--- config.mk ---
export PLATFORM = sky130hd
export DESIGN_NAME = mem_responder
export DESIGN_NICKNAME = d
export VERILOG_FILES = /design/src/rtl/mem_responder.sv
export SDC_FILE = /design/constraint.sdc
export NUM_CORES = 2
export LEC_CHECK = 0
export CAP_MARGIN = 25
export CORE_UTILIZATION = 39
export DETAILED_ROUTE_END_ITERATION = 16
export HOLD_SLACK_MARGIN = 0.15
export PLACE_DENSITY_LB_ADDON = 0.12
export SLEW_MARGIN = 15
export SYNTH_ARGS = -nofsm -noshare
export SYNTH_HDL_FRONTEND = slang
export SYNTH_SLANG_ARGS = --single-unit
--- constraint.sdc ---
create_clock -name clk -period 8.3 [get_ports clk]
set_input_delay 2.075 -clock clk [delete_from_list [all_inputs] [get_ports clk]]
set_output_delay 2.075 -clock clk [all_outputs]
set_load 0.05 [all_outputs]
--- src/rtl/mem_responder.sv ---
// mem_responder: single-request memory responder. A request is latched when
// the block is idle, held for LATENCY cycles, then completed with a one-cycle
// done pulse. Reads register storage data onto data_out and writes commit to
// storage. Requests that arrive while busy are dropped.
module mem_responder #(
  parameter int ADDR_WIDTH = 8,   // word-address bits, depth = 2**ADDR_WIDTH
  parameter int LATENCY    = 4    // accept-to-completion cycles, 1..15
) (
  input  logic        clk,
  input  logic        rst,
  input  logic        enable,
  input  logic        wr,
  input  logic [15:0] addr,
  input  logic [15:0] data_in,
  output logic        busy,
  output logic        done,
  output logic [15:0] data_out
);

  typedef enum logic {IDLE = 1'b0, WAIT = 1'b1} state_t;

  state_t                r_state, w_state_nxt;
  logic [3:0]            r_cnt;
  logic                  r_wr;
  logic [ADDR_WIDTH-1:0] r_widx;
  logic [15:0]           r_wdata;
  logic                  r_done;
  logic [15:0]           r_dout;
  logic [15:0]           r_mem [0:(1<<ADDR_WIDTH)-1];
  logic                  w_accept;
  logic                  w_complete;
  logic                  w_unused_addr;

  // Byte bit and bits above the word index are deliberately dropped
  // (address space aliases); fold them here so they are consumed.
  assign w_unused_addr = ^addr;

  // State register; reset wins over any transition.
  always_ff @(posedge clk) begin
    if (rst) r_state <= IDLE;
    else     r_state <= w_state_nxt;
  end

  // Next state plus accept/complete strobes.
  always_comb begin
    w_state_nxt = r_state;
    w_accept    = 1'b0;
    w_complete  = 1'b0;
    case (r_state)
      IDLE: if (enable) begin
        w_accept    = 1'b1;
        w_state_nxt = WAIT;
      end
      WAIT: if (r_cnt == 4'd0) begin
        w_complete  = 1'b1;
        w_state_nxt = IDLE;
      end
      default: w_state_nxt = IDLE;
    endcase
  end

  // Latency counter, done pulse and read-data register.
  always_ff @(posedge clk) begin
    if (rst) begin
      r_cnt  <= 4'd0;
      r_done <= 1'b0;
      r_dout <= 16'h0000;
    end else begin
      r_done <= w_complete;
      if (w_accept)
        r_cnt <= 4'(LATENCY - 1);
      else if (r_state == WAIT && r_cnt != 4'd0)
        r_cnt <= r_cnt - 4'd1;
      if (w_complete && !r_wr)
        r_dout <= r_mem[r_widx];
    end
  end

  // Request fields are captured only on accept; enable while busy is ignored.
  always_ff @(posedge clk) begin
    if (!rst && w_accept) begin
      r_wr    <= wr;
      r_widx  <= addr[ADDR_WIDTH:1];
      r_wdata <= data_in;
    end
  end

  // Storage write port; reset never touches contents, and an abandoned
  // write never reaches here because reset blocks completion.
  always_ff @(posedge clk) begin
    if (!rst && w_complete && r_wr)
      r_mem[r_widx] <= r_wdata;
  end

  assign busy     = (r_state == WAIT);
  assign done     = r_done;
  assign data_out = r_dout;

endmodule

Word level (Yosys, flattened, before mapping)
Memories as Yosys holds them, arrays and structs flattened. A register that Yosys moved wholly into a read port is not among the register bits.
Index checks and enable logic that the tools add are counted.
{"block": "word_totals", "out_inout_bits": 18, "ff_bits": 31, "memories": 1, "romBits": 0, "input_bits": 36, "latchBits": 0, "elab_cells": 31, "ramBits": 4096}
{"name": "r_mem", "depth": 256, "width": 16, "rd": 1, "rd_clocked_by_memory_dff": 1, "wr": 1, "line": "29", "source": "logic [15:0] r_mem [0:(1<<ADDR_WIDTH)-1];"}
{"block": "op_classes", "addsub": 1, "n_bitwise": 1, "muxes": 10, "eq_ne": 0, "multipliers": 0, "reduce_logical": 11, "shift": 0, "div": 0, "magnitude_cmp": 0}
{"operator": "$mux W1", "count": 7}
{"operator": "$logic_and A1 B1 Y1", "count": 5}
{"operator": "$logic_not A4 Y1", "count": 1}
{"operator": "$mux W2", "count": 2}
{"operator": "$reduce_bool A4 Y1", "count": 1}
{"operator": "$sub A4 B1 Y4 const B", "count": 1}
{"operator": "$logic_not A1 Y1", "count": 2}
{"operator": "$pmux W1 S2", "count": 1}
{"operator": "$reduce_bool A2 Y1", "count": 1}
{"operator": "$reduce_or A2 Y1", "count": 1}
{"operator": "$not A1 Y1", "count": 1}

Longest topological paths before layout
{"block": "depth", "ltp_word": 7, "depth_mapped": 13, "mapped_depth_nobuf": 9}

Worst setup path after synthesis
Ideal clock, no wire load.
{"block": "synth_path", "path_type": "input-to-reg", "startpoint": "input rst", "endpoint": "register r_wdata[0], enable pin", "arrival_time_ns": 4.345, "stages": 3, "t_required_ns": 7.856, "path_buffers": 2, "slack_ns": 3.511, "setup_ns": 0.444, "cell_sequence": "clkbuf_1 clkbuf_1 nor3b_1"}
{"block": "synth_via", "elab_chain_cells": 2}
{"element": "start: declaration", "line": "10", "source": "input logic rst,"}
{"element": "$logic_not A1 Y1", "line": "81", "source": "if (!rst && w_accept) begin"}
{"element": "$logic_and A1 B1 Y1", "line": "81"}
{"element": "end signal: assignment", "line": "84", "source": "r_wdata <= data_in;"}
{"element": "end: declaration", "line": "26", "source": "logic [15:0] r_wdata;"}
Every way passes these cells.
A chain may end at the register's enable or synchronous reset.

==> out/results.txt <==
syn nets: 7255
commonest non-fill, non-tap cell in the layout: edfxtp_1
largest area contributor in the netlist: edfxtp_1
area post-placement: 168000 um^2
skew final: 0.0934 ns
I/O pin cnt: 54
Die W: 640 um
RSZ-0062 raised after global routing: no
Post-Syn Area: 159000 um^2
post-synthesis mux area share: 15.1%
CTS resizes: 0
Port Buffers: 45
Hold WS: 0.575 ns
antenna violations before repair: 28
hold wc startpoint: r_cnt[2]
Hold Vio Cnt, Final: 0
clk_lat worst skew: 1.03 ns
simple-gate share of the synthesized area: 2.12%
global-route wire length before repair: 656 mm
Die H: 640 um
critical path fanouts, max: 108
postcts setup bufs: 0
total CTS buffers: 442
# H-tree levels: 5
Setup TNS Final: 0 ns
CP Launch Type: flip-flop
most frequent cells in the layout: edfxtp_1 (4121), mux4_2 (922), clkbuf_16 (445)
Max clock buf depth: 4
Critical Path AT: 5.98 ns
post-synthesis compound-gate area fraction: 2.92%
syn_area_per_cell: 22.0 um^2
Max Freq: 197 MHz
Hold/Removal Path Class: flip-flop to flip-flop
overall power: 43.9 mW
RD Place Congestion: 0.860
LEAKAGE: 57.0 nW
dpl hpwl: 293 mm
core area: 404000 um^2
clock sinks: 4143
DRT iter0 DRCs: 9074
row count: 233
Root Driver: clkbuf_16
library cells used by synthesis: 66
final design area excluding fillers: 183000 um^2
Synthesis Warnings: 0
Non-Filler Instances: 13555
adder-cell share of the synthesized area: 0.0158%
full die area: 409000 um^2
Area Growth Syn to Fin: 15.2%
status: completed
power per cell area: 240 nW/um^2
Mapped Cells: 7217
Least-Margin Pin Slew: 1.35 ns
ANT nets after route: 0
slowest CP cell: edfxtp_1
Worst Hold Depth: 2
DR vias: 78639
top cells by area, synth: edfxtp_1 (78%), mux4_2 (13%), mux2i_1 (1.8%)
largest net degree at the start of global routing: 182
largest family of logic cells by synthesized area: multiplexers
WP data required: 9.21 ns
Synth top area share: 78.0%
Peak VDD IR: 0.227 mV
worst reg-to-reg path cell count: 11
Setup crit end kind: flip-flop
Clock transition at path regs: 0.06 ns
Slew Viols, Final: 0
wire per inst: 35.4 um
Post-synth ARST share: 0%
CTS tree: built
max-cap violations: 0
layout cells sized above 1: 27.1%
sequential cell area fraction in the yosys report: 78.3%
relative slew slack: 10.3%
Nets: 7808
Worst Setup Path Type: flip-flop to flip-flop
Post-CTS Hold Buffers: 0
Total GRT Usage: 23.2%
number of flops mapped to enable cells by yosys: 4121
drt via density: 5.80
DR DRC count: 0
1st-pass router iterations: 7
CP Cell Sequence: buf_4 > buf_12 > buf_4 > mux2i_1 > o22ai_1 > or4_1 > a21oi_1 > a31oi_1 > nor4_1 > buf_4 > o32ai_1
Slowest Stage Delay on Critical Path: 0.72 ns
final period demand of the worst path: 5.07 ns
Final setup viols: 0
critical path's most frequent cell: buf_4
placed cell count: 12702
xor/xnor share of the synthesized area: 0%
WHS Endpoint: r_cnt[2]
Worst R2R End: data_out[9]
Crit Reg-Reg Startpoint: r_widx[1]
remaining global-route overflow: 0
Total Wirelength: 479 mm
vias in the first global route: 78847
fin crit share: 61.1%
starting density of the core: 39.3%
top_reg_cell synth: edfxtp_1
reg-to-reg slack, setup: 3.23 ns
Seq cells post-synth: 4143
-- routing by layer --
metal / part of all wire, % / global-route usage [%] / wire, um
met5: 0.0056 / 0 / 27
met1: 43 / 32.9 / 204000
met4: 3.3 / 7.02 / 16000
met3: 7.2 / 4.39 / 34800
met2: 47 / 36.4 / 225000
-- critical path, delay by kind of cell (launching register included) --
| family | cells | cell delay, ns |
|---|---|---|
| compound gates | 4 | 0.88 |
| buf+inv | 4 | 1.79 |
| flops | 1 | 0.72 |
| mux | 1 | 0.29 |
| simple gates | 2 | 0.99 |
-- synth_stat cells (31+ instances only) --
cell type,instances
a21oi_1,46
clkbuf_1,143
edfxtp_1,4121
nor2_1,375
nor3_1,31
a22o_1,32
buf_2,101
nand2_1,186
mux4_2,922
buf_4,111
o21ai_0,69
buf_6,41
a221oi_1,37
mux2i_1,292
o22ai_1,165
a22oi_1,99
nand3_1,35
-- cell type report --
type	count	area (um^2)
tap	5405	6760
clock buffer	557	11600
sequential	4143	124000
clock inverter	253	2470
inverter	7	36.3
antenna	14	35.0
multi-input combinational	2658	32600
timing repair buffer	518	5120
fill	34038	221000
-- sequential cells by signal (all words and copies together), names as in the netlist --
name,flops
r_mem,4096
done,1
r_cnt,4
data_out,16
busy,1
r_wdata,16
r_wr,1
r_widx,8
-- stage by stage --
| stage | util, % | setup slack [ns] |
|---|---|---|
| 2_1_floorplan | - | 3.51 |
| 3_3_place_gp | 41.4 | 2.27 |
| 3_5_place_dp | 41.7 | 2.28 |
| 4_1_cts | 45.2 | 3.24 |
| 5_1_grt | 45.3 | 3.03 |
| 6_report | 45.3 | 3.23 |
-- logic make-up after synthesis --
family,count (synthesis)
fa+ha+maj,2
buf+inv,416
flops,4143
simple gates,763
mux,1241
compound gates,652
-- power breakdown --
part           switching, mW  internal [mW]
Combinational           1.18          0.525
Clock                   8.26           11.0
Sequential            0.0396           22.9
-- worst max path at each step --
stage	from	endpoint	slack [ns]	cells past startpoint
after floorplan	rst	r_wdata[0]	3.51	3
after global placement	rst	r_mem[76][4]	2.27	7
after detailed placement	rst	r_mem[108][6]	2.28	7
after CTS	r_widx[1]	data_out[9]	3.24	11
after global routing	r_widx[1]	data_out[9]	3.03	11
final	r_widx[1]	data_out[9]	3.23	11
Note: power is estimated with default switching activity, not from simulation.
